File: src/rtl/mux_serializer_pkg.sv
// Shared types and widths for the MUX-side serializer and its sibling stages.
package mux_serializer_pkg;

  localparam int unsigned DATA_W = 8;
  localparam int unsigned SEL_W  = 3;

  typedef enum logic [1:0] {
    IDLE,
    START,
    DATA,
    STOP
  } stateT;

endpackage

File: src/rtl/bit_timer.sv
// Free-running bit-period counter; tick marks the last cycle of each bit period.
module bit_timer #(
  parameter int unsigned CLKS_PER_BIT = 4
) (
  input  logic clk,
  input  logic rst_n,
  input  logic clear,
  output logic tick
);

  localparam int unsigned CntW = (CLKS_PER_BIT > 1) ? $clog2(CLKS_PER_BIT) : 1;
  localparam logic [CntW-1:0] LastCnt = CntW'(CLKS_PER_BIT - 1);

  logic [CntW-1:0] cntQ;

  always_ff @(posedge clk) begin
    if (!rst_n || clear) begin
      cntQ <= '0;
    end else if (cntQ == LastCnt) begin
      cntQ <= '0;
    end else begin
      cntQ <= cntQ + 1'b1;
    end
  end

  assign tick = (cntQ == LastCnt);

endmodule

File: src/rtl/mux_serializer.sv
// Latches a word onto the 8:1 MUX inputs, walks its select through all bit positions
// and frames the selected bit as start / 8 data / stop on a UART-style line.
module mux_serializer
  import mux_serializer_pkg::*;
#(
  parameter int unsigned CLKS_PER_BIT = 4,
  parameter bit          LSB_FIRST    = 1'b1,
  parameter int unsigned STOP_BITS    = 1
) (
  input  logic              clk,
  input  logic              rst_n,
  input  logic [DATA_W-1:0] inData,
  input  logic              inValid,
  output logic              inReady,
  output logic [SEL_W-1:0]  addr,
  output logic [DATA_W-1:0] muxData,
  input  logic              muxBit,
  output logic              txOut,
  output logic              busy,
  output logic              done
);

  localparam logic [SEL_W-1:0] FirstAddr = LSB_FIRST ? '0 : '1;
  // Adding all-ones is a modulo-8 decrement.
  localparam logic [SEL_W-1:0] AddrStep  = LSB_FIRST ? SEL_W'(1) : '1;

  stateT             stateQ;
  logic [SEL_W-1:0]  addrQ;
  logic [DATA_W-1:0] muxDataQ;
  logic [3:0]        bitIdxQ;
  logic              stopCntQ;
  logic              txLevelQ;
  logic              tick;
  logic              lastStop;

  bit_timer #(
    .CLKS_PER_BIT(CLKS_PER_BIT)
  ) uBitTimer (
    .clk  (clk),
    .rst_n(rst_n),
    .clear(stateQ == IDLE),
    .tick (tick)
  );

  assign lastStop = (stopCntQ == 1'(STOP_BITS - 1));

  always_ff @(posedge clk) begin
    if (!rst_n) begin
      stateQ   <= IDLE;
      addrQ    <= '0;
      muxDataQ <= '0;
      bitIdxQ  <= '0;
      stopCntQ <= 1'b0;
      txLevelQ <= 1'b1;
    end else begin
      case (stateQ)
        IDLE: begin
          if (inValid) begin
            muxDataQ <= inData;
            addrQ    <= FirstAddr;
            bitIdxQ  <= '0;
            txLevelQ <= 1'b0;
            stateQ   <= START;
          end
        end
        START: begin
          if (tick) stateQ <= DATA;
        end
        DATA: begin
          if (tick) begin
            bitIdxQ <= bitIdxQ + 4'd1;
            if (bitIdxQ == 4'd7) begin
              stateQ   <= STOP;
              stopCntQ <= 1'b0;
              txLevelQ <= 1'b1;
            end else begin
              addrQ <= addrQ + AddrStep;
            end
          end
        end
        STOP: begin
          if (tick) begin
            if (lastStop) stateQ <= IDLE;
            else          stopCntQ <= stopCntQ + 1'b1;
          end
        end
        default: stateQ <= IDLE;
      endcase
    end
  end

  assign inReady = (stateQ == IDLE);
  assign busy    = (stateQ != IDLE);
  assign addr    = addrQ;
  assign muxData = muxDataQ;
  assign txOut   = (stateQ == DATA) ? muxBit : txLevelQ;
  assign done    = (stateQ == STOP) && tick && lastStop;

endmodule

File: config.mk
export PLATFORM = sky130hd
export DESIGN_NAME = mux_serializer
export DESIGN_NICKNAME = d
export VERILOG_FILES = /design/src/rtl/mux_serializer_pkg.sv /design/src/rtl/bit_timer.sv /design/src/rtl/mux_serializer.sv
export SDC_FILE = /design/constraint.sdc
export NUM_CORES = 1
export LEC_CHECK = 0
export BUFFER_PORTS_ARGS = -buffer_cell sky130_fd_sc_hd__buf_2
export CAP_MARGIN = 20
export CORE_MARGIN = 2
export CORE_UTILIZATION = 35
export DETAILED_ROUTE_END_ITERATION = 6
export PLACE_DENSITY = 0.63
export SLEW_MARGIN = 25
export SYNTH_ARGS = -nofsm -noshare
export SYNTH_HDL_FRONTEND = slang
export SYNTH_HIERARCHICAL = 1
export SYNTH_SLANG_ARGS = --single-unit
File: constraint.sdc
create_clock -name clk -period 3 [get_ports clk]
set_input_delay 0.6 -clock clk [delete_from_list [all_inputs] [get_ports clk]]
set_output_delay 0.6 -clock clk [all_outputs]
set_load 0.02 [all_outputs]
# == Word level (Yosys, flattened, before mapping) ==
# Cells that the tools add are included.
# classes
n_addsub,4
eq_ne,12
mux,24
n_bitwise,1
n_reduce_logical,15
# op_table
operator,count
$ne 2x2->1 const B,7
$mux 2,6
$reduce_and 4->1,3
$mux 3,3
$mux 1,8
$mux 4,2
$pmux 2 s4,1
$pmux 4 s2,1
$eq 2x2->1 const B,3
$pmux 3 s2,1
$reduce_and 6->1,1
$reduce_bool 2->1,3
$add 4x1->4 const B,1
$eq 4x3->1 const B,1
$pmux 1 s2,2
$add 3x1->3 const B,1
$reduce_and 3->1,1
$add 2x1->2 const B,1
$eq 2x1->1 const B,1
$logic_and 1x1->1,2
$logic_not 2->1,1
$reduce_and 2->1,1
$reduce_or 2->1,1
$add 1x1->1 const B,1
3 further kinds,3
# totals
register_bits,21
output_inout_bits,15
elab_cells,63

# == Longest topological paths before layout ==
# logic_depth
depth_word,4
mapped_depth,6

# == By module ==
# Netlist, hierarchy kept.
# modules_own_cells
module,instances,cells_per_inst,area_per_inst_um2,seq_area_each_um2
mux_serializer,1,107,984.7,360.3
bit_timer,1,5,80.1,40.0

# == Worst setup path before layout ==
# No wires, ideal clock.
# synth_path
kind,flip-flop to output port
startpoint,reg stateQ[0]
endpoint,out txOut
arrival_time_ns,1.313
path_slack_ns,1.087
stages_incl_launch_ff,5
n_path_buf,1
path_cell_list,dfxtp_1 > inv_1 > ha_1 > buf_1 > mux2_2
# synth_between
elab_chain_len,2
# synth_lines
element,line_no,rtl
"start, declared",mux_serializer.sv:27,stateT stateQ;
"start signal, assigned",mux_serializer.sv:49,stateQ <= IDLE;
"start signal, assigned",mux_serializer.sv:63,stateQ <= START;
"start signal, assigned",mux_serializer.sv:67,if (tick) stateQ <= DATA;
$eq 2x2->1,mux_serializer.sv:96,assign txOut = (stateQ == DATA) ? muxBit : txLevelQ;
$mux 1,mux_serializer.sv:96,
"end, declared",mux_serializer.sv:18,"output logic txOut,"
# No other way between the ends.

# == Worst setup path after layout ==
# Same ends and word-level chain as after synthesis.

==> summary.txt <==
Place
  – GP Congestion: 0.781
  – Port Buffers: 26
  – HPWL after DPL: 1.63 mm
  – Post-Place Cell Area: 1210 um^2
  – Placed insts: 166
  – Dpl ws: 973 ps

Clock tree
  – Worst-skew pair later-pin latency: 300 ps
  – Hold buffers post-CTS: 0
  – H-tree levels: 1
  – CTS Buf Count: 3
  – Root buffer cell: clkbuf_4
  – Clock Sinks: 20
  – CTS tree: built
  – CTS clock-pin slew for the worst setup and hold paths: 110 ps
  – Post-cts sizing count: 0
  – Setup bufs post-CTS: 0
  – Clk buf depth: 2

Yosys
  – Most frequent cell after synthesis: dfxtp_1
  – Area leader, netlist: dfxtp_1
  – Synth Register Bits: 20
  – Prevailing post-synth register cell: dfxtp_1
  – Syn Inst Count: 112
  – Cell area after synthesis: 1060 um^2
  – Synth top cells by count: dfxtp_1 (20), nand2_1 (13), nand3_1 (11)
  – Synth warnings: 6
  – Synth Area per Inst: 9.51 um^2
  – Post-synth EDFFs: 0
  – Yosys top cell area share: 0.376
  – Async S/R FF share, synth: 0
  – Cell variety after synth: 36
  – Top post-synthesis cells by area: dfxtp_1 (38%), ha_1 (9.4%), mux2i_1 (5.6%)
  – Synthesized Nets: 132
  – Sequential fraction of the synthesis area: 0.376

Drt
  – TritonRoute pass-1 iters: 4
  – Routed vias: 922
  – Drt initial violations: 48
  – Antenna-violating nets left: 0
  – WL final: 2.17 mm
  – Drc violations: 0
  – Routed len/inst: 12.8 um
  – Vias per inst: 5.42

Job
  – Maxcap violations: 0

Floorplanning
  – Die footprint: 3500 um^2
  – Starting Density: 0.358
  – Die width: 59.2 um
  – Core Region: 2980 um^2
  – Ports: 27
  – Core Rows: 20
  – Die span in y: 59.2 um

Global route
  – Largest net degree at the start of global routing: 29
  – Remaining Overflow, GRT: 0
  – GR Util All Layers: 0.145
  – Number of global-route vias before repair: 920
  – Global-route wire length before repair: 3.93 mm
  – Initial antenna violation count: 0

Critical path
  – Worst r2r src: stateQ[0]$_SDFFE_PN0P_
  – Critical Path RT: 2400 ps
  – Crit Path Max Fanout: 12
  – R2r setup slk: 1070 ps
  – Critical path startpoint category: register
  – Worst setup path start: stateQ[0]$_SDFFE_PN0P_
  – Worst R2R Path Depth: 5
  – CP peak stage delay: 450 ps
  – CP Cell Sequence: inv_1, ha_1, mux2_2, buf_2
  – Crit path to: txOut
  – FF-to-FF End: bitIdxQ[3]$_SDFFE_PN0P_
  – Critical path arrival: 1760 ps
  – Worst setup EP type: primary output
  – Kind of critical path: reg2out
  – CP max-delay cell: ha_1

Timing
  – Setup TNS Final: 0 ps
  – Final setup vio count: 0
  – Final period util: 0.786
  – Fin crit period: 2360 ps
  – Worst Clk Skew: 3.07 ps
  – Relative slew slack: 0.455
  – Worst setup margin: 641 ps
  – Max-slew violation count: 0
  – Final hold vios: 0
  – Tightest Pin Transition: 815 ps
  – Unrepaired setup endpoints after global routing: false
  – Max Fclk: 0.424 GHz

Cells and area
  – Nets: 158
  – Multi-input logic area: 618 um^2
  – Cell Count, Final, Fillers Out: 170
  – P&R area growth vs syn: 17.3%
  – FILL cells: 315
  – Sequential cell area: 400 um^2
  – Layout cell share with drive strength beyond 1: 0.270
  – Antenna cells: 0
  – Finished Cell Area: 1250 um^2

Pwr
  – Pwr dens: 821 nW/um^2
  – Leak: 0.550 nW
  – VDD IR max: 0.305 mV

Min path
  – Min-Delay Path Class: reg2reg

Run status
  – Status: finished clean
==> flip-flops by register name, indices dropped and copies added, names as in the netlist <==
register        flops
uBitTimer/cntQ      2
addr                3
muxData             8
bitIdxQ             4
txLevelQ            1
stateQ              2
==> layout by cell type, fill, tap and decap left out, types with 2 or more instances in the layout <==
cell	count
a21boi_0	4
a21boi_1	6
and4b_1	2
buf_2	26
clkbuf_4	3
dfxtp_1	20
ha_1	8
inv_1	4
mux2i_1	6
nand2_1	13
nand3_1	11
nand3b_1	2
nand4b_1	3
nor2b_1	4
o21ai_1	2
o31ai_1	2
or4_1	2
==> routing by layer <==
layer  global-route usage  part of all wire  routed length (um)
met5                    0                 0                   0
met1                0.172              0.46                1000
met3               0.0240             0.048                 105
met4               0.0487             0.011                  23
met2                0.263              0.48                1040
==> how the worst min path moves through the flow <==
stage	startpoint	end	slack (ps)	cells after the start
floorplan	uBitTimer/cntQ[0]$_SDFF_PP0_	uBitTimer/cntQ[0]$_SDFF_PP0_	420	1
global route	muxData[6]$_SDFFE_PN0P_	muxData[6]$_SDFFE_PN0P_	480	2
detailed placement	muxData[6]$_SDFFE_PN0P_	muxData[6]$_SDFFE_PN0P_	450	2
CTS	muxData[6]$_SDFFE_PN0P_	muxData[6]$_SDFFE_PN0P_	460	2
global placement	uBitTimer/cntQ[0]$_SDFF_PP0_	uBitTimer/cntQ[0]$_SDFF_PP0_	430	1
finish	muxData[6]$_SDFFE_PN0P_	muxData[6]$_SDFFE_PN0P_	460	2
==> through the flow <==
step | hold slack (ps) | total power, mW | utilization
2_1_floorplan | 421 | 0.759 | -
3_3_place_gp | 427 | 0.863 | 0.407
3_5_place_dp | 446 | 0.883 | 0.407
4_1_cts | 463 | 1.04 | 0.419
5_1_grt | 475 | 1.11 | 0.419
6_report | 461 | 1.02 | 0.419
==> cell type report <==
type | instances | share of cell area
clock buffers | 4 | 0.0291
inverters | 4 | 0.0120
multi-input cells | 82 | 0.495
flip-flops and latches | 20 | 0.321
well taps | 33 | 0.0331
repair buffers | 27 | 0.110
==> power breakdown <==
part / internal [mW] / switching, mW / total (mW)
logic: 0.208 / 0.317 / 0.525
clock network: 0.0740 / 0.0808 / 0.155
registers: 0.313 / 0.0322 / 0.345
total: 0.595 / 0.430 / 1.02
==> critical path, delay by kind of cell (launching register included) <==
kind	cells	cell delay [ps]
fa+ha+maj	1	450
mux	1	380
flops	1	360
buf+inv	2	270
==> kinds of logic (layout without fill, tap and decap cells) <==
| group | count (synthesis) | after routing | synth area share |
|---|---|---|---|
| flip-flops | 20 | 20 | 0.376 |
| AND/OR/NAND/NOR | 44 | 44 | 0.256 |
| AO/OA/AOI/OAI | 23 | 23 | 0.163 |
| adder cells (fa/ha/maj) | 8 | 8 | 0.0940 |
| buffers and inverters | 10 | 35 | 0.0435 |
| multiplexers | 7 | 7 | 0.0670 |
No activity file was read; power rests on OpenSTA's default activity.
